<file path="config.mk">
export PLATFORM = sky130hd
export DESIGN_NAME = output_port_allocator_flat
export DESIGN_NICKNAME = d
export VERILOG_FILES = /design/src/rtl/noc_router_pkg.sv /design/src/rtl/output_port_allocator_if.sv /design/src/rtl/output_port_allocator_rr_arbiter.sv /design/src/rtl/output_port_allocator.sv /design/src/flat_wrapper.sv
export SDC_FILE = /design/constraint.sdc
export NUM_CORES = 1
export LEC_CHECK = 0
export CELL_PAD_IN_SITES_DETAIL_PLACEMENT = 0
export CELL_PAD_IN_SITES_GLOBAL_PLACEMENT = 1
export CORE_MARGIN = 3
export CORE_UTILIZATION = 35
export DETAILED_ROUTE_END_ITERATION = 7
export GPL_ROUTABILITY_DRIVEN = 0
export PLACE_DENSITY = 0.69
export SLEW_MARGIN = 10
export SYNTH_ARGS = -nofsm -noshare
export SYNTH_HDL_FRONTEND = slang
export SYNTH_SLANG_ARGS = --single-unit
export TNS_END_PERCENT = 20
</file>
<file path="constraint.sdc">
create_clock -name clk_noc -period 7 [get_ports clk_noc]
set_input_delay 0.7 -clock clk_noc [delete_from_list [all_inputs] [get_ports clk_noc]]
set_output_delay 0.7 -clock clk_noc [all_outputs]
set_load 0.05 [all_outputs]
</file>
<file path="src/rtl/noc_router_pkg.sv">
// Shared NoC router types and constants used by the per-port allocator.
package noc_router_pkg;

   typedef enum logic [0:0] {
      IDLE   = 1'b0,
      LOCKED = 1'b1
   } alloc_state_e;

   localparam int unsigned NUM_PORTS                 = 5;
   localparam int unsigned DEFAULT_FLIT_BUFFER_DEPTH = 8;

   localparam int unsigned LOCAL = 0;
   localparam int unsigned NORTH = 1;
   localparam int unsigned SOUTH = 2;
   localparam int unsigned EAST  = 3;
   localparam int unsigned WEST  = 4;

endpackage

</file>
<file path="src/rtl/output_port_allocator_if.sv">
// Request/grant/credit bundle between the input FIFOs and one output-port allocator.
interface output_port_allocator_if #(
   parameter  int unsigned NUM_INPUTS        = 5,
   parameter  int unsigned FLIT_BUFFER_DEPTH = 8,
   localparam int unsigned CREDIT_WIDTH      = $clog2(FLIT_BUFFER_DEPTH + 1),
   localparam int unsigned OWNER_WIDTH       = $clog2(NUM_INPUTS)
);

   logic [NUM_INPUTS-1:0]   req;
   logic [NUM_INPUTS-1:0]   req_is_tail;
   logic                    credit_in;
   logic [NUM_INPUTS-1:0]   grant;
   logic                    send_out;
   logic                    locked;
   logic [OWNER_WIDTH-1:0]  owner;
   logic [CREDIT_WIDTH-1:0] credit_count;
   logic                    credit_overflow;

   modport master (
      output req, req_is_tail, credit_in,
      input  grant, send_out, locked, owner, credit_count, credit_overflow
   );

   modport slave (
      input  req, req_is_tail, credit_in,
      output grant, send_out, locked, owner, credit_count, credit_overflow
   );

endinterface

</file>
<file path="src/rtl/output_port_allocator_rr_arbiter.sv">
// Combinational round-robin arbiter: first asserted req searching upward from ptr+1.
module rr_arbiter #(
   parameter  int unsigned NUM_INPUTS = 5,
   localparam int unsigned PTR_WIDTH  = $clog2(NUM_INPUTS)
) (
   input  logic [NUM_INPUTS-1:0] req,
   input  logic [PTR_WIDTH-1:0]  ptr,
   input  logic                  en,
   output logic [NUM_INPUTS-1:0] gnt
);

   logic        found;
   int unsigned idx;

   always_comb begin
      gnt   = '0;
      found = 1'b0;
      idx   = 0;
      for (int unsigned k = 1; k <= NUM_INPUTS; k++) begin
         idx = (32'(ptr) + k) % NUM_INPUTS;
         if (en && !found && req[idx]) begin
            gnt[idx] = 1'b1;
            found    = 1'b1;
         end
      end
   end

endmodule

</file>
<file path="src/rtl/output_port_allocator.sv">
// Per-output-port scheduler: round-robin arbitration, wormhole lock, credit gating.
module output_port_allocator
   import noc_router_pkg::*;
#(
   parameter  int unsigned NUM_INPUTS        = NUM_PORTS,
   parameter  int unsigned FLIT_BUFFER_DEPTH = DEFAULT_FLIT_BUFFER_DEPTH,
   localparam int unsigned CREDIT_WIDTH      = $clog2(FLIT_BUFFER_DEPTH + 1),
   localparam int unsigned OWNER_WIDTH       = $clog2(NUM_INPUTS)
) (
   input  logic                    clk_noc,
   input  logic                    rst_n,
   output_port_allocator_if.slave  bus
);

   localparam logic [CREDIT_WIDTH-1:0] CREDIT_FULL = CREDIT_WIDTH'(FLIT_BUFFER_DEPTH);
   localparam logic [OWNER_WIDTH-1:0]  PTR_RESET   = OWNER_WIDTH'(NUM_INPUTS - 1);

   alloc_state_e            state_q, state_d;
   logic [OWNER_WIDTH-1:0]  owner_q, owner_d;
   logic [OWNER_WIDTH-1:0]  rr_ptr_q, rr_ptr_d;
   logic [CREDIT_WIDTH-1:0] credit_q, credit_d;
   logic                    overflow_q, overflow_d;

   logic                    credit_ok;
   logic                    arb_en;
   logic [NUM_INPUTS-1:0]   arb_gnt;
   logic [NUM_INPUTS-1:0]   grant_c;
   logic                    send_c;
   logic [OWNER_WIDTH-1:0]  winner;

   assign credit_ok = (credit_q != '0);
   assign arb_en    = (state_q == IDLE) && credit_ok;

   rr_arbiter #(
      .NUM_INPUTS (NUM_INPUTS)
   ) u_rr_arbiter (
      .req (bus.req),
      .ptr (rr_ptr_q),
      .en  (arb_en),
      .gnt (arb_gnt)
   );

   // One-hot arbiter grant to winner index.
   always_comb begin
      winner = '0;
      for (int unsigned i = 0; i < NUM_INPUTS; i++) begin
         if (arb_gnt[i]) winner = OWNER_WIDTH'(i);
      end
   end

   // Grant is forced low while reset is held; a locked port only serves its owner.
   always_comb begin
      grant_c = '0;
      if (rst_n && credit_ok) begin
         if (state_q == LOCKED) begin
            if (bus.req[owner_q]) grant_c[owner_q] = 1'b1;
         end else begin
            grant_c = arb_gnt;
         end
      end
   end

   assign send_c = |grant_c;

   // Lock FSM; priority only rotates when a tail flit leaves.
   always_comb begin
      state_d  = state_q;
      owner_d  = owner_q;
      rr_ptr_d = rr_ptr_q;
      case (state_q)
         IDLE: begin
            if (send_c) begin
               if (bus.req_is_tail[winner]) begin
                  rr_ptr_d = winner;
               end else begin
                  state_d = LOCKED;
                  owner_d = winner;
               end
            end
         end
         LOCKED: begin
            if (send_c && bus.req_is_tail[owner_q]) begin
               state_d  = IDLE;
               rr_ptr_d = owner_q;
               owner_d  = '0;
            end
         end
         default: begin
            state_d = IDLE;
            owner_d = '0;
         end
      endcase
   end

   // Credit counter: a send and a returned credit in the same cycle cancel.
   always_comb begin
      credit_d   = credit_q;
      overflow_d = overflow_q;
      case ({send_c, bus.credit_in})
         2'b10: credit_d = credit_q - CREDIT_WIDTH'(1);
         2'b01: begin
            if (credit_q == CREDIT_FULL) overflow_d = 1'b1;
            else                         credit_d   = credit_q + CREDIT_WIDTH'(1);
         end
         default: ;
      endcase
   end

   always_ff @(posedge clk_noc or negedge rst_n) begin
      if (!rst_n) begin
         state_q    <= IDLE;
         owner_q    <= '0;
         rr_ptr_q   <= PTR_RESET;
         credit_q   <= CREDIT_FULL;
         overflow_q <= 1'b0;
      end else begin
         state_q    <= state_d;
         owner_q    <= owner_d;
         rr_ptr_q   <= rr_ptr_d;
         credit_q   <= credit_d;
         overflow_q <= overflow_d;
      end
   end

   assign bus.grant           = grant_c;
   assign bus.send_out        = send_c;
   assign bus.locked          = (state_q == LOCKED);
   assign bus.owner           = owner_q;
   assign bus.credit_count    = credit_q;
   assign bus.credit_overflow = overflow_q;

endmodule

</file>
<file path="src/flat_wrapper.sv">
// flat-port wrapper written by rule: the top's interface ports become plain ports
module output_port_allocator_flat import noc_router_pkg::*;
#(
   parameter  int unsigned NUM_INPUTS        = NUM_PORTS,
   parameter  int unsigned FLIT_BUFFER_DEPTH = DEFAULT_FLIT_BUFFER_DEPTH,
   localparam int unsigned CREDIT_WIDTH      = $clog2(FLIT_BUFFER_DEPTH + 1),
   localparam int unsigned OWNER_WIDTH       = $clog2(NUM_INPUTS)
)
  (clk_noc, rst_n, bus_req, bus_req_is_tail, bus_credit_in, bus_grant, bus_send_out, bus_locked, bus_owner, bus_credit_count, bus_credit_overflow);
  output_port_allocator_if #(.NUM_INPUTS(NUM_INPUTS), .FLIT_BUFFER_DEPTH(FLIT_BUFFER_DEPTH)) bus_i ();
  input  logic clk_noc;
  input  logic rst_n;
  input wire logic [$bits(bus_i.req)-1:0] bus_req;
  input wire logic [$bits(bus_i.req_is_tail)-1:0] bus_req_is_tail;
  input wire logic [$bits(bus_i.credit_in)-1:0] bus_credit_in;
  output wire logic [$bits(bus_i.grant)-1:0] bus_grant;
  output wire logic [$bits(bus_i.send_out)-1:0] bus_send_out;
  output wire logic [$bits(bus_i.locked)-1:0] bus_locked;
  output wire logic [$bits(bus_i.owner)-1:0] bus_owner;
  output wire logic [$bits(bus_i.credit_count)-1:0] bus_credit_count;
  output wire logic [$bits(bus_i.credit_overflow)-1:0] bus_credit_overflow;
  assign bus_i.req = bus_req;
  assign bus_i.req_is_tail = bus_req_is_tail;
  assign bus_i.credit_in = bus_credit_in;
  assign bus_grant = bus_i.grant;
  assign bus_send_out = bus_i.send_out;
  assign bus_locked = bus_i.locked;
  assign bus_owner = bus_i.owner;
  assign bus_credit_count = bus_i.credit_count;
  assign bus_credit_overflow = bus_i.credit_overflow;
  output_port_allocator #(.NUM_INPUTS(NUM_INPUTS), .FLIT_BUFFER_DEPTH(FLIT_BUFFER_DEPTH)) u_core (.clk_noc(clk_noc), .rst_n(rst_n), .bus(bus_i));
endmodule
</file>
### Word level (Yosys, flattened, before mapping)

Index checks and enable logic that the tools add are counted.

* bitwise operators: 5
* reduce and logical (&&, ||, !) cells: 29
* equal/unequal tests: 8
* $add $sub $neg: 7
* magnitude comparators: 13
* multiplexer cells: 58
* div/mod/pow operators: 5

Operators by type and width (number)
* 32-bit by 1-bit greater-or-equal comparator with 1-bit output (second input constant): 5
* 32-bit by 4-bit < comparator with 1-bit output (second input constant): 5
* 32-bit by 3-bit modulo with 32-bit output (second input constant): 5
* 5-bit 2-to-1 mux: 8
* 3-bit 2-to-1 mux: 9
* 1-bit binary-select mux with 3-bit select: 8
* 1-bit 2-to-1 mux: 22
* 5-bit bitwise OR: 4
* 1-bit demux with 3-bit select: 6
* 1-bit logical AND: 18
* 3-bit one-hot mux with 2 select lines: 2
* 3-bit by 2-bit adder with 4-bit output (second input constant): 2
* 3-bit by 3-bit adder with 4-bit output (second input constant): 2
* 3-bit by 4-bit < comparator with 1-bit output (second input constant): 2
* 2-bit != test (second input constant): 4
* 4-bit one-hot mux with 2 select lines: 1
* 3-bit AND reduction: 2
* 5-bit OR reduction: 1
* 3-bit by 1-bit adder with 4-bit output (second input constant): 1
* 4-bit by 1-bit adder with 4-bit output (second input constant): 1
* 4-bit equality test (second input constant): 1
* 1-bit logical NOT: 4
* 4-bit 2-to-1 mux: 1
* 2-bit AND reduction: 2
* other kinds (9): 9

* output and inout port bits: 15
* flip-flop bits (word level): 12
* logic and storage cells: 130
* input port bits: 13

### Longest topological paths before layout

Gate-level depths: netlist (run 1).

* depth in word-level cells: 31
* mapped depth: 32
* mapped depth without buffers: 27

### Cells and area by module

A second synthesis (run 1) with hierarchy kept.

* cell total of the unflattened synthesis: 455
* area, all modules: 3427.0 um^2

Modules (own cells, without submodules)
* rr_arbiter: cells each 351, sequential area each 0.0 um^2, times used 1, area an instance 2443.6 um^2
* output_port_allocator: cells each 104, sequential area each 302.8 um^2, times used 1, area an instance 983.4 um^2

### Worst setup path after synthesis (run 1)

No wires, ideal clock.

* path kind: reg2reg
* from: reg u_core.rr_ptr_q[0]
* to: reg u_core.credit_q[3] (netlist: u_core.bus.credit_count[3])
* slack: -0.331 ns
* data arrival time: 7.247 ns
* period minus slack after synthesis: 7.331 ns
* required time: 6.916 ns
* library setup time: 0.084 ns
* stages on the path, launching flop included: 33
* cell sequence: dfrtp_1 -> clkbuf_1 -> buf_2 -> buf_2 -> buf_1 -> buf_1 -> inv_1 -> ha_1 -> clkbuf_1 -> inv_1 -> ha_1 -> nor2_1 -> a211oi_1 -> nor2_1 -> inv_1 -> ha_1 -> nand2b_1 -> o2111ai_1 -> and3_1 -> a31o_1 -> a2bb2oi_1 -> nand4_1 -> nor4_1 -> or4b_1 -> a211o_1 -> o21ai_4 -> nand2_1 -> ha_1 -> a21o_1 -> a21o_1 -> or3_1 -> mux2i_1 -> a31oi_1

* cells in the longest elaborated chain, start to end: 28

Ends and longest elaborated chain
* start, declared: RTL line output_port_allocator.sv:20 `logic [OWNER_WIDTH-1:0] rr_ptr_q, rr_ptr_d;`
* start signal, assigned: RTL line output_port_allocator.sv:119 `rr_ptr_q <= rr_ptr_d;`
* parallel branches: the longest is 21 deep, another holds 32-bit by 3-bit modulo with 32-bit output
* 5-bit 2-to-1 mux *: RTL line output_port_allocator_rr_arbiter.sv:21 `if (en && !found && req[idx]) begin`
* 5-bit 2-to-1 mux *: RTL line output_port_allocator.sv:55 `if (state_q == LOCKED) begin`
* 5-bit 2-to-1 mux *: RTL line output_port_allocator.sv:54 `if (rst_n && credit_ok) begin`
* 5-bit OR reduction *: RTL line output_port_allocator.sv:63 `assign send_c = |grant_c;`
* 2-bit by 1-bit equality test with 1-bit output or 2-bit equality test (tied branches): RTL line output_port_allocator.sv:99 `case ({send_c, bus.credit_in})`
* 2-bit != test (no line) or 2-bit nonzero test (tied branches)
* 2-bit AND reduction (no line)
* end signal, assigned: RTL line output_port_allocator.sv:120 `credit_q <= credit_d;`
* end, declared: RTL line output_port_allocator.sv:21 `logic [CREDIT_WIDTH-1:0] credit_q, credit_d;`

Mark *: on every way between the ends. The select of a mux whose other input is x is not followed.
A chain may end at the register's enable or synchronous reset.

### Worst setup path after layout (run 1)

* from: reg u_core.rr_ptr_q[2]
* to: out bus_send_out

* cells in the longest elaborated chain, start to end: 25

Ends and longest elaborated chain
* parallel branches: the longest is 21 deep, another holds 32-bit by 3-bit modulo with 32-bit output
* 5-bit 2-to-1 mux *: RTL line output_port_allocator_rr_arbiter.sv:21
* 5-bit 2-to-1 mux *: RTL line output_port_allocator.sv:55
* 5-bit 2-to-1 mux *: RTL line output_port_allocator.sv:54
* 5-bit OR reduction *: RTL line output_port_allocator.sv:63
* end, declared: RTL line flat_wrapper.sv:17 `output wire logic [$bits(bus_i.send_out)-1:0] bus_send_out;`

Marks and branches as above.

==> results.txt, run 1 <==
Status = completed
Met3 WL = 418 um
Dpl hpwl = 9400 um
Drt wl/cell = 18.7 um
Antenna viol nets, final = 0
Layout Area Growth over Synthesis = 14.7%
Final Max Tran Viols = 0
CP delay by family, top = simple AND/OR/NAND/NOR gates
Nets@finish = 560
Synth area leaders = ha_1 (13%), dfrtp_1 (7.0%), a21oi_1 (4.3%)
Startpoint Class = register
Hold path start = u_core.bus.credit_overflow$_DFFE_PN0P_
GRT Overall Usage = 20.6%
Synth top area share = 12.9%
Max_cap viols = 0
Synth Register Bits = 12
Slew @ Worst Pin = 0.639 ns
Drt drc = 0
Top_reg_cell synth = dfrtp_1
H-tree Lvls = 1
Total gr overflow = 0
DR top layer = met4
Num rows = 36
Unrepaired setup endpoints after global routing = false
Slew HR = 56.3%
Worst path arrival time = 5.82 ns
Slowest stage delay, CP = 0.76 ns
Share of layout cells above drive strength 1 = 12.1%
CTS tree = done
Worst-path fanout max = 17
Initial antenna violation count = 0
Final Hold Viols = 0
Global-route wire length before repair = 19500 um
PortBufs = 27
Final wirelength = 11900 um
Commonest cells post-synth = nand2_1 (40), ha_1 (37), a21oi_1 (31), inv_1 (31), nor2_1 (26)
Post-CTS Setup Bufs = 0
Vias in the first global route = 3826
Vias per cell = 6.19
Post-synthesis cell area = 0.00359 mm2
Num CTS Buffers = 3
Crit-path slowest cell = dfstp_4
Largest net degree at the start of global routing = 51
Initial DRT Pass Iterations = 8
Top-level port count = 28
Worst R2R Start = u_core.rr_ptr_q[2]$_DFFE_PN1P_
Worst min path class = reg -> reg
Num Clock Sinks = 12
Async SR Flop Fraction = 100%
Final setup viols = 0
WL met1 = 5460 um
DIE WIDTH = 107 um
Sequential area share after synthesis = 8.42%
Clk_lat worst skew = 0.24 ns
Fillers = 1001
Bufs and invs on worst path = 4
Syn. warnings = 0
Post-synth EDFFs = 0
Unique cell type count in the Yosys netlist = 90
Crit share post-route = 93.1%
Post-Syn Instances = 488
Die Y = 107 um
Die area = 0.0115 mm2
Initial Utilization = 36.4%
Worst Skew = 0.00479 ns
Root buf cell = clkbuf_8
Setup TNS = 0 ns
Mapped Nets = 540
Fmax = 0.153 GHz
Ant. Diodes = 0
Syn avg cell area = 7.37 um2
CP cell instances = inv_2, ha_1, nor3_2, nand2b_1, xnor2_1, ha_1, fa_1, or4b_1, o211ai_1, and3_1, o2111ai_1, nand3_1, nor4_1, or4b_1, a211o_1, o21ai_4, buf_4, inv_2, buf_4
WL met2 = 5900 um
WS Path Type = reg -> out
Core ar. = 0.00986 mm2
Max Root-Sink Buffers = 2
Worst-path clk slew = 0.05 ns
Cell with the most instances after synthesis = nand2_1
Vias = 3956
DR iter-0 viols = 307
Critical path required time = 6.30 ns
Cell type with the largest total area after synthesis = ha_1
Setup crit end kind = output pin
Post-route minimum period = 6.52 ns
Critical Path Source = u_core.rr_ptr_q[2]$_DFFE_PN1P_
repair_timing:
item,in CTS,in global routing
hold buffers,0,0
resized for setup,0,4
setup endpoints to repair,0,2
area by class of cell:
| type | count | area [um2] | share of cell area [%] |
|---|---|---|---|
| multi-input combinational | 416 | 3070 | 74.4 |
| clock buffer | 3 | 41.3 | 1.00 |
| tap | 133 | 166 | 4.04 |
| sequential | 12 | 307 | 7.43 |
| inverter | 36 | 135 | 3.28 |
| timing repair buffer | 39 | 408 | 9.89 |
cells in the final DEF, fill, tap and decap left out, drive strengths merged, types with 7 or more instances in the layout:
cell | synthesis | final
o2111ai | 9 | 9
o21ai | 26 | 26
or2 | 7 | 7
nor4 | 7 | 7
mux2i | 7 | 7
nor2 | 26 | 26
nand2b | 10 | 10
o211ai | 13 | 13
and2 | 7 | 7
nand2 | 40 | 40
a31oi | 7 | 7
or3 | 7 | 7
clkdlybuf4s50 | 0 | 21
buf | 11 | 18
nand4 | 12 | 12
inv | 35 | 35
dfrtp | 10 | 10
nand3 | 22 | 22
o21a | 7 | 7
ha | 37 | 37
a21oi | 32 | 32
nor3 | 18 | 18
a21o | 7 | 7
a211oi | 10 | 10
stage by stage:
stage	worst slack, ns	std cells	utilization (%)	instance area (um2)	hold WS, ns
floorplan	0.109	488	-	3600	0.404
global placement	0.331	636	41.2	4060	0.519
detailed placement	0.291	636	41.2	4060	0.490
CTS	0.202	639	41.6	4100	0.504
global route	0.00712	639	41.8	4120	0.524
finish	0.481	639	41.8	4120	0.490
cell families after synthesis:
logic type | Yosys count | share of synthesized area, %
AO/OA/AOI/OAI | 174 | 36.3
XOR/XNOR | 6 | 2.09
adder cells (fa/ha/maj) | 39 | 14.0
buffers and inverters | 60 | 6.89
flip-flops | 12 | 8.42
multiplexers | 12 | 3.83
AND/OR/NAND/NOR | 185 | 28.5
worst paths after layout:
| kind | end | slack, ns | cells past startpoint |
|---|---|---|---|
| worst max-delay path | bus_send_out | 0.48 | 19 |
| worst min-delay path | u_core.bus.credit_overflow$_DFFE_PN0P_ | 0.49 | 1 |
| worst max register to register | u_core.bus.credit_count[3]$_DFFE_PN1P_ | 0.52 | 23 |
| worst min register to register | u_core.bus.credit_overflow$_DFFE_PN0P_ | 0.49 | 1 |
| max in group asynchronous | u_core.rr_ptr_q[1]$_DFFE_PN0P_ | 5.78 | 1 |
| min in group asynchronous | u_core.bus.locked$_DFF_PN0_ | 0.83 | 1 |
layer usage:
layer	track usage, %	up-vias
met2	37.3	100
met4	3.88	0
met1	27.4	1928
met3	0.780	14
li1	-	1914
met5	0	-
registers in the layout, summed over array words and instances (netlist names):
register / count
u_core.rr_ptr_q: 3
u_core.bus.credit_count: 4
u_core.bus.credit_overflow: 1
u_core.bus.owner: 3
u_core.bus.locked: 1
Power of run 1 is left out: the tool's default activity adds up to more than one toggle a clock period on the data nets, which glitch-free logic cannot reach.
==> run 2, diff against run 1 <==
CORE_UTILIZATION = 40   (was 35)
PLACE_DENSITY = 0.77   (was 0.69)
==> results.txt, run 2 (synthesis results as in run 1) <==
Dpl hpwl = 9240 um (was 9400 um)
H-tree Lvls = 1 (unchanged)
GRT Max-Usage Layer = met2 (unchanged)
PortBufs = 27 (unchanged)
M1 GR Usage = 32.5% (was 27.4%)
Final Max Tran Viols = 0 (unchanged)
Root buf cell = clkbuf_8 (unchanged)
Commonest non-fill, non-tap cell in the layout = nand2_1 (unchanged)
Final core utilization = 48.2% (was 41.8%)
DR iter-0 viols = 246 (was 307)
Num CTS Buffers = 3 (unchanged)
Top-level port count = 28 (unchanged)
Non-Filler Instances = 609 (was 639)
Max Root-Sink Buffers = 2 (unchanged)
Post-placement cell count = 605 (was 636)
Ant. Diodes = 0 (unchanged)
Met2 Track Usage GR = 38.5% (was 37.3%)
Fmax = 0.151 GHz (was 0.153 GHz)
Worst Skew = 0.00121 ns (was 0.00479 ns)
Critical path required time = 6.30 ns (about the same)
Most frequent cells in the layout = nand2_1 (40), ha_1 (37), inv_1 (31), a21oi_1 (31), nor2_1 (26) (unchanged)
Final wirelength = 11800 um (was 11900 um)
Vias in the first global route = 3707 (was 3826)
CTS tree = done (unchanged)
Drt drc = 0 (unchanged)
Total gr overflow = 0 (unchanged)
Post-route minimum period = 6.61 ns (was 6.52 ns)
Nets@finish = 557 (was 560)
Clk_lat worst skew = 0.24 ns (about the same)
Worst-path fanout max = 17 (unchanged)
WS Path Type = reg -> out (unchanged)
Status = completed (unchanged)
Share of layout cells above drive strength 1 = 11.7% (was 12.1%)
Worst min path class = reg -> reg (unchanged)
Met3 Usage GRT = 1.80% (was 0.780%)
Setup WS post-layout = 0.390 ns (was 0.481 ns)
Largest net degree at the start of global routing = 49 (was 51)
Final Hold Viols = 0 (unchanged)
Num rows = 33 (was 36)
Vias per cell = 6.53 (was 6.19)
Setup TNS = 0 ns (unchanged)
Vias = 3976 (was 3956)
GRT Overall Usage = 23.2% (was 20.6%)
Die Y = 101 um (was 107 um)
Slew @ Worst Pin = 0.625 ns (was 0.639 ns)
Die area = 0.0102 mm2 (was 0.0115 mm2)
Antenna viol nets, final = 0 (unchanged)
Drt wl/cell = 19.4 um (was 18.7 um)
Unrepaired setup endpoints after global routing = false (unchanged)
Crit share post-route = 94.4% (was 93.1%)
Worst slack, placed = 0.293 ns (was 0.291 ns)
Initial DRT Pass Iterations = 5 (was 8)
Final setup viols = 0 (unchanged)
Startpoint Class = register (unchanged)
Initial Utilization = 42.5% (was 36.4%)
Setup crit end kind = output pin (unchanged)
Worst path arrival time = 5.91 ns (was 5.82 ns)
Layout Area Growth over Synthesis = 13.4% (was 14.7%)
Global-route wire length before repair = 19300 um (was 19500 um)
R2r worst-path depth = 24 (was 23)
Worst-path clk slew = 0.05 ns (about the same)
Worst hold path depth = 1 (unchanged)
Core ar. = 0.00846 mm2 (was 0.00986 mm2)
Max_cap viols = 0 (unchanged)
Max FFs per register = 4 (unchanged)
DIE WIDTH = 101 um (was 107 um)
Num Clock Sinks = 12 (unchanged)
Initial antenna violation count = 0 (unchanged)
Slew HR = 58.2% (was 56.3%)
[run 2: through the flow]
stage / hold WS (ns) / area (um2)
5_1_grt: 0.536 / 4080
3_3_place_gp: 0.507 / 4000
3_5_place_dp: 0.487 / 4000
4_1_cts: 0.509 / 4060
6_report: 0.506 / 4080
2_1_floorplan: 0.404 / 3600
[run 2: final cells by class]
class                   instances  area, um2
clock buffers                   4       55.1
inverters                      36        135
flip-flops and latches         12        308
fillers                       845       4390
well taps                     105        131
multi-input cells             416       3060
repair buffers                 36        385
[run 2: critical path: stages (launching register included)]
cell	delay [ns]
dfstp_4	0.76
inv_2	0.15
ha_1	0.33
nor3_1	0.29
nand2b_1	0.25
xnor2_1	0.19
ha_1	0.25
fa_1	0.32
or4b_1	0.55
o211ai_1	0.22
a21oi_1	0.14
o32ai_2	0.38
a21oi_1	0.20
nand2_1	0.12
a21oi_1	0.06
or4b_1	0.52
a211o_1	0.31
o21ai_4	0.15
buf_4	0.19
inv_2	0.09
buf_4	0.20
[run 2: worst paths after layout]
check | from | to | slack, ns
max in group asynchronous | rst_n | u_core.rr_ptr_q[1]$_DFFE_PN0P_ | 5.71
worst min register to register | u_core.bus.credit_overflow$_DFFE_PN0P_ | u_core.bus.credit_overflow$_DFFE_PN0P_ | 0.51
worst min-delay path | u_core.bus.credit_overflow$_DFFE_PN0P_ | u_core.bus.credit_overflow$_DFFE_PN0P_ | 0.51
worst max-delay path | u_core.rr_ptr_q[2]$_DFFE_PN1P_ | bus_send_out | 0.39
min in group asynchronous | rst_n | u_core.bus.credit_overflow$_DFFE_PN0P_ | 0.85
worst max register to register | u_core.rr_ptr_q[2]$_DFFE_PN1P_ | u_core.bus.credit_count[3]$_DFFE_PN1P_ | 0.41
[run 2: timing repair]
item / in CTS / in global routing
endpoints found under the setup margin: 0 / 3
gates resized for setup: 0 / 4
buffers inserted: 0 / 0
hold buffers: 0 / 0
[run 2: layer usage]
layer,up-vias,wire [um]
met5,-,0
met4,0,236
met3,22,570
met2,139,5580
met1,1904,5410
li1,1911,-
Power of run 2 is left out for the same reason.
==> run 3, diff against run 2 <==
CORE_UTILIZATION = 48   (was 40)
PLACE_DENSITY = 0.87   (was 0.77)
clock period = 8.01 ns   (was 7 ns; I/O delays follow)
==> results.txt, run 3 (synthesis results as in run 1) <==
Die Y = 92.5 um (was 101 um)
Num Clock Sinks = 12 (unchanged)
Drt wl/cell = 18.4 um (was 19.4 um)
DR iter-0 viols = 469 (was 246)
Worst slack, placed = 0.547 ns (was 0.293 ns)
CP delay by family, top = simple AND/OR/NAND/NOR gates (unchanged)
Initial DRT Pass Iterations = 6 (was 5)
Total gr overflow = 0 (unchanged)
GRT Overall Usage = 25.1% (was 23.2%)
Unrepaired setup endpoints after global routing = false (unchanged)
Final wirelength = 10900 um (was 11800 um)
Drt drc = 0 (unchanged)
Final Max Tran Viols = 0 (unchanged)
Crit-path slowest cell = dfstp_2 (was dfstp_4)
Worst path arrival time = 6.72 ns (was 5.91 ns)
Setup crit end kind = output pin (unchanged)
Worst-path fanout max = 17 (unchanged)
Die area = 0.00856 mm2 (was 0.0102 mm2)
Initial antenna violation count = 0 (unchanged)
Critical path required time = 7.21 ns (was 6.30 ns)
Setup WS post-layout = 0.484 ns (was 0.390 ns)
Post-route minimum period = 7.53 ns
Most frequent cells in the layout = nand2_1 (40), ha_1 (36), inv_1 (31), a21oi_1 (31), clkdlybuf4s50_1 (27) (was nand2_1 (40), ha_1 (37), inv_1 (31), a21oi_1 (31), nor2_1 (26))
DIE WIDTH = 92.5 um (was 101 um)
Num CTS Buffers = 3 (unchanged)
Max Root-Sink Buffers = 2 (unchanged)
Startpoint Class = register (unchanged)
Vias per cell = 6.66 (was 6.53)
H-tree Lvls = 1 (unchanged)
Slew HR = 57.2% (was 58.2%)
GRT Max-Usage Layer = met2 (unchanged)
M1 GR Usage = 37.3% (was 32.5%)
Max_cap viols = 0 (unchanged)
Met3 Usage GRT = 3.01% (was 1.80%)
Dpl hpwl = 8490 um (was 9240 um)
Vias in the first global route = 3555 (was 3707)
Post-CTS Setup Bufs = 0 (unchanged)
Status = completed (unchanged)
Core ar. = 0.00702 mm2 (was 0.00846 mm2)
Antenna viol nets, final = 0 (unchanged)
WS Path Type = reg -> out (unchanged)
Final Hold Viols = 0 (unchanged)
Slew @ Worst Pin = 0.627 ns (was 0.625 ns)
Worst Skew = 0.00112 ns (was 0.00121 ns)
Slowest stage delay, CP = 0.80 ns (was 0.76 ns)
Share of layout cells above drive strength 1 = 9.26% (was 11.7%)
Setup TNS = 0 ns (unchanged)
Worst min path class = reg -> reg (unchanged)
Max FFs per register = 4 (unchanged)
Vias = 3951 (was 3976)
Final setup viols = 0 (unchanged)
Fmax = 0.133 GHz
Nets@finish = 551 (was 557)
CP cell instances = inv_2, ha_1, nor3_1, nand2b_1, xnor2_1, ha_1, fa_1, or4b_1, o211ai_1, a21oi_1, o32ai_1, a21oi_1, nand2_1, a21oi_1, or4b_1, a211o_1, o21ai_4, inv_2, clkdlybuf4s50_1 (was inv_2, ha_1, nor3_1, nand2b_1, xnor2_1, ha_1, fa_1, or4b_1, o211ai_1, a21oi_1, o32ai_2, a21oi_1, nand2_1, a21oi_1, or4b_1, a211o_1, o21ai_4, buf_4, inv_2, buf_4)
CTS Hold Buffers Added = 0 (unchanged)
Crit share post-route = 94.0%
Clk_lat worst skew = 0.24 ns (about the same)
Num rows = 30 (was 33)
Met2 Track Usage GR = 39.8% (was 38.5%)
Commonest non-fill, non-tap cell in the layout = nand2_1 (unchanged)
Top-level port count = 28 (unchanged)
PortBufs = 27 (unchanged)
Bufs and invs on worst path = 3 (was 4)
Largest net degree at the start of global routing = 51 (was 49)
Ant. Diodes = 0 (unchanged)
Layout Area Growth over Synthesis = 10.2% (was 13.4%)
Root buf cell = clkbuf_8 (unchanged)
Global-route wire length before repair = 17900 um (was 19300 um)
Initial Utilization = 51.2% (was 42.5%)
CP dominant cell by count = a21oi_1 (unchanged)
Worst-path clk slew = 0.05 ns (about the same)
CTS tree = done (unchanged)
run 3: cell types whose count changed in the layout (fill, tap and decap cells not counted), sizes merged:
cell / delta
clkdlybuf4s50: +6
clkbuf: -1
buf: -12
run 3: path summary, 6_finish.rpt:
kind                                                              from                                endpoint  slack [ns]  cells after the start
worst max register to register          u_core.rr_ptr_q[2]$_DFFE_PN1P_  u_core.bus.credit_count[3]$_DFFE_PN1P_        0.90                     24
worst min register to register  u_core.bus.credit_overflow$_DFFE_PN0P_  u_core.bus.credit_overflow$_DFFE_PN0P_        0.48                      1
worst max-delay path                    u_core.rr_ptr_q[2]$_DFFE_PN1P_                            bus_send_out        0.48                     19
min in group asynchronous                                        rst_n  u_core.bus.credit_count[1]$_DFFE_PN0P_        0.94                      1
worst min-delay path            u_core.bus.credit_overflow$_DFFE_PN0P_  u_core.bus.credit_overflow$_DFFE_PN0P_        0.48                      1
max in group asynchronous                                        rst_n          u_core.rr_ptr_q[1]$_DFFE_PN0P_        6.66                      1
run 3: final cells by class:
cell class                      count  area (um2)
Clock buffer                        3        41.3
Fill cell                         704        3060
Inverter                           36         135
Multi-Input combinational cell    416        3070
Sequential cell                    12         304
Tap cell                           96         120
Timing Repair Buffer               30         293
run 3: what timing repair did:
action | in CTS | in global routing
resized for setup | 0 | 5
hold endpoints to repair | 0 | 0
endpoints found under the setup margin | 0 | 6
run 3: routing by layer:
layer,vias up,wire (um)
li1,1908,-
met1,1860,5160
met2,169,4900
met3,14,745
met4,0,101
met5,-,0
run 3: stage by stage:
stage          cells  area, um2  utilization [%]  hold WS [ns]
2_1_floorplan    488       3590                -         0.505
3_3_place_gp     590       3890             55.5         0.464
3_5_place_dp     590       3890             55.5         0.470
4_1_cts          593       3940             56.1         0.483
5_1_grt          593       3960             56.4         0.508
6_report         593       3960             56.4         0.479
Power of run 3 is left out for the same reason.
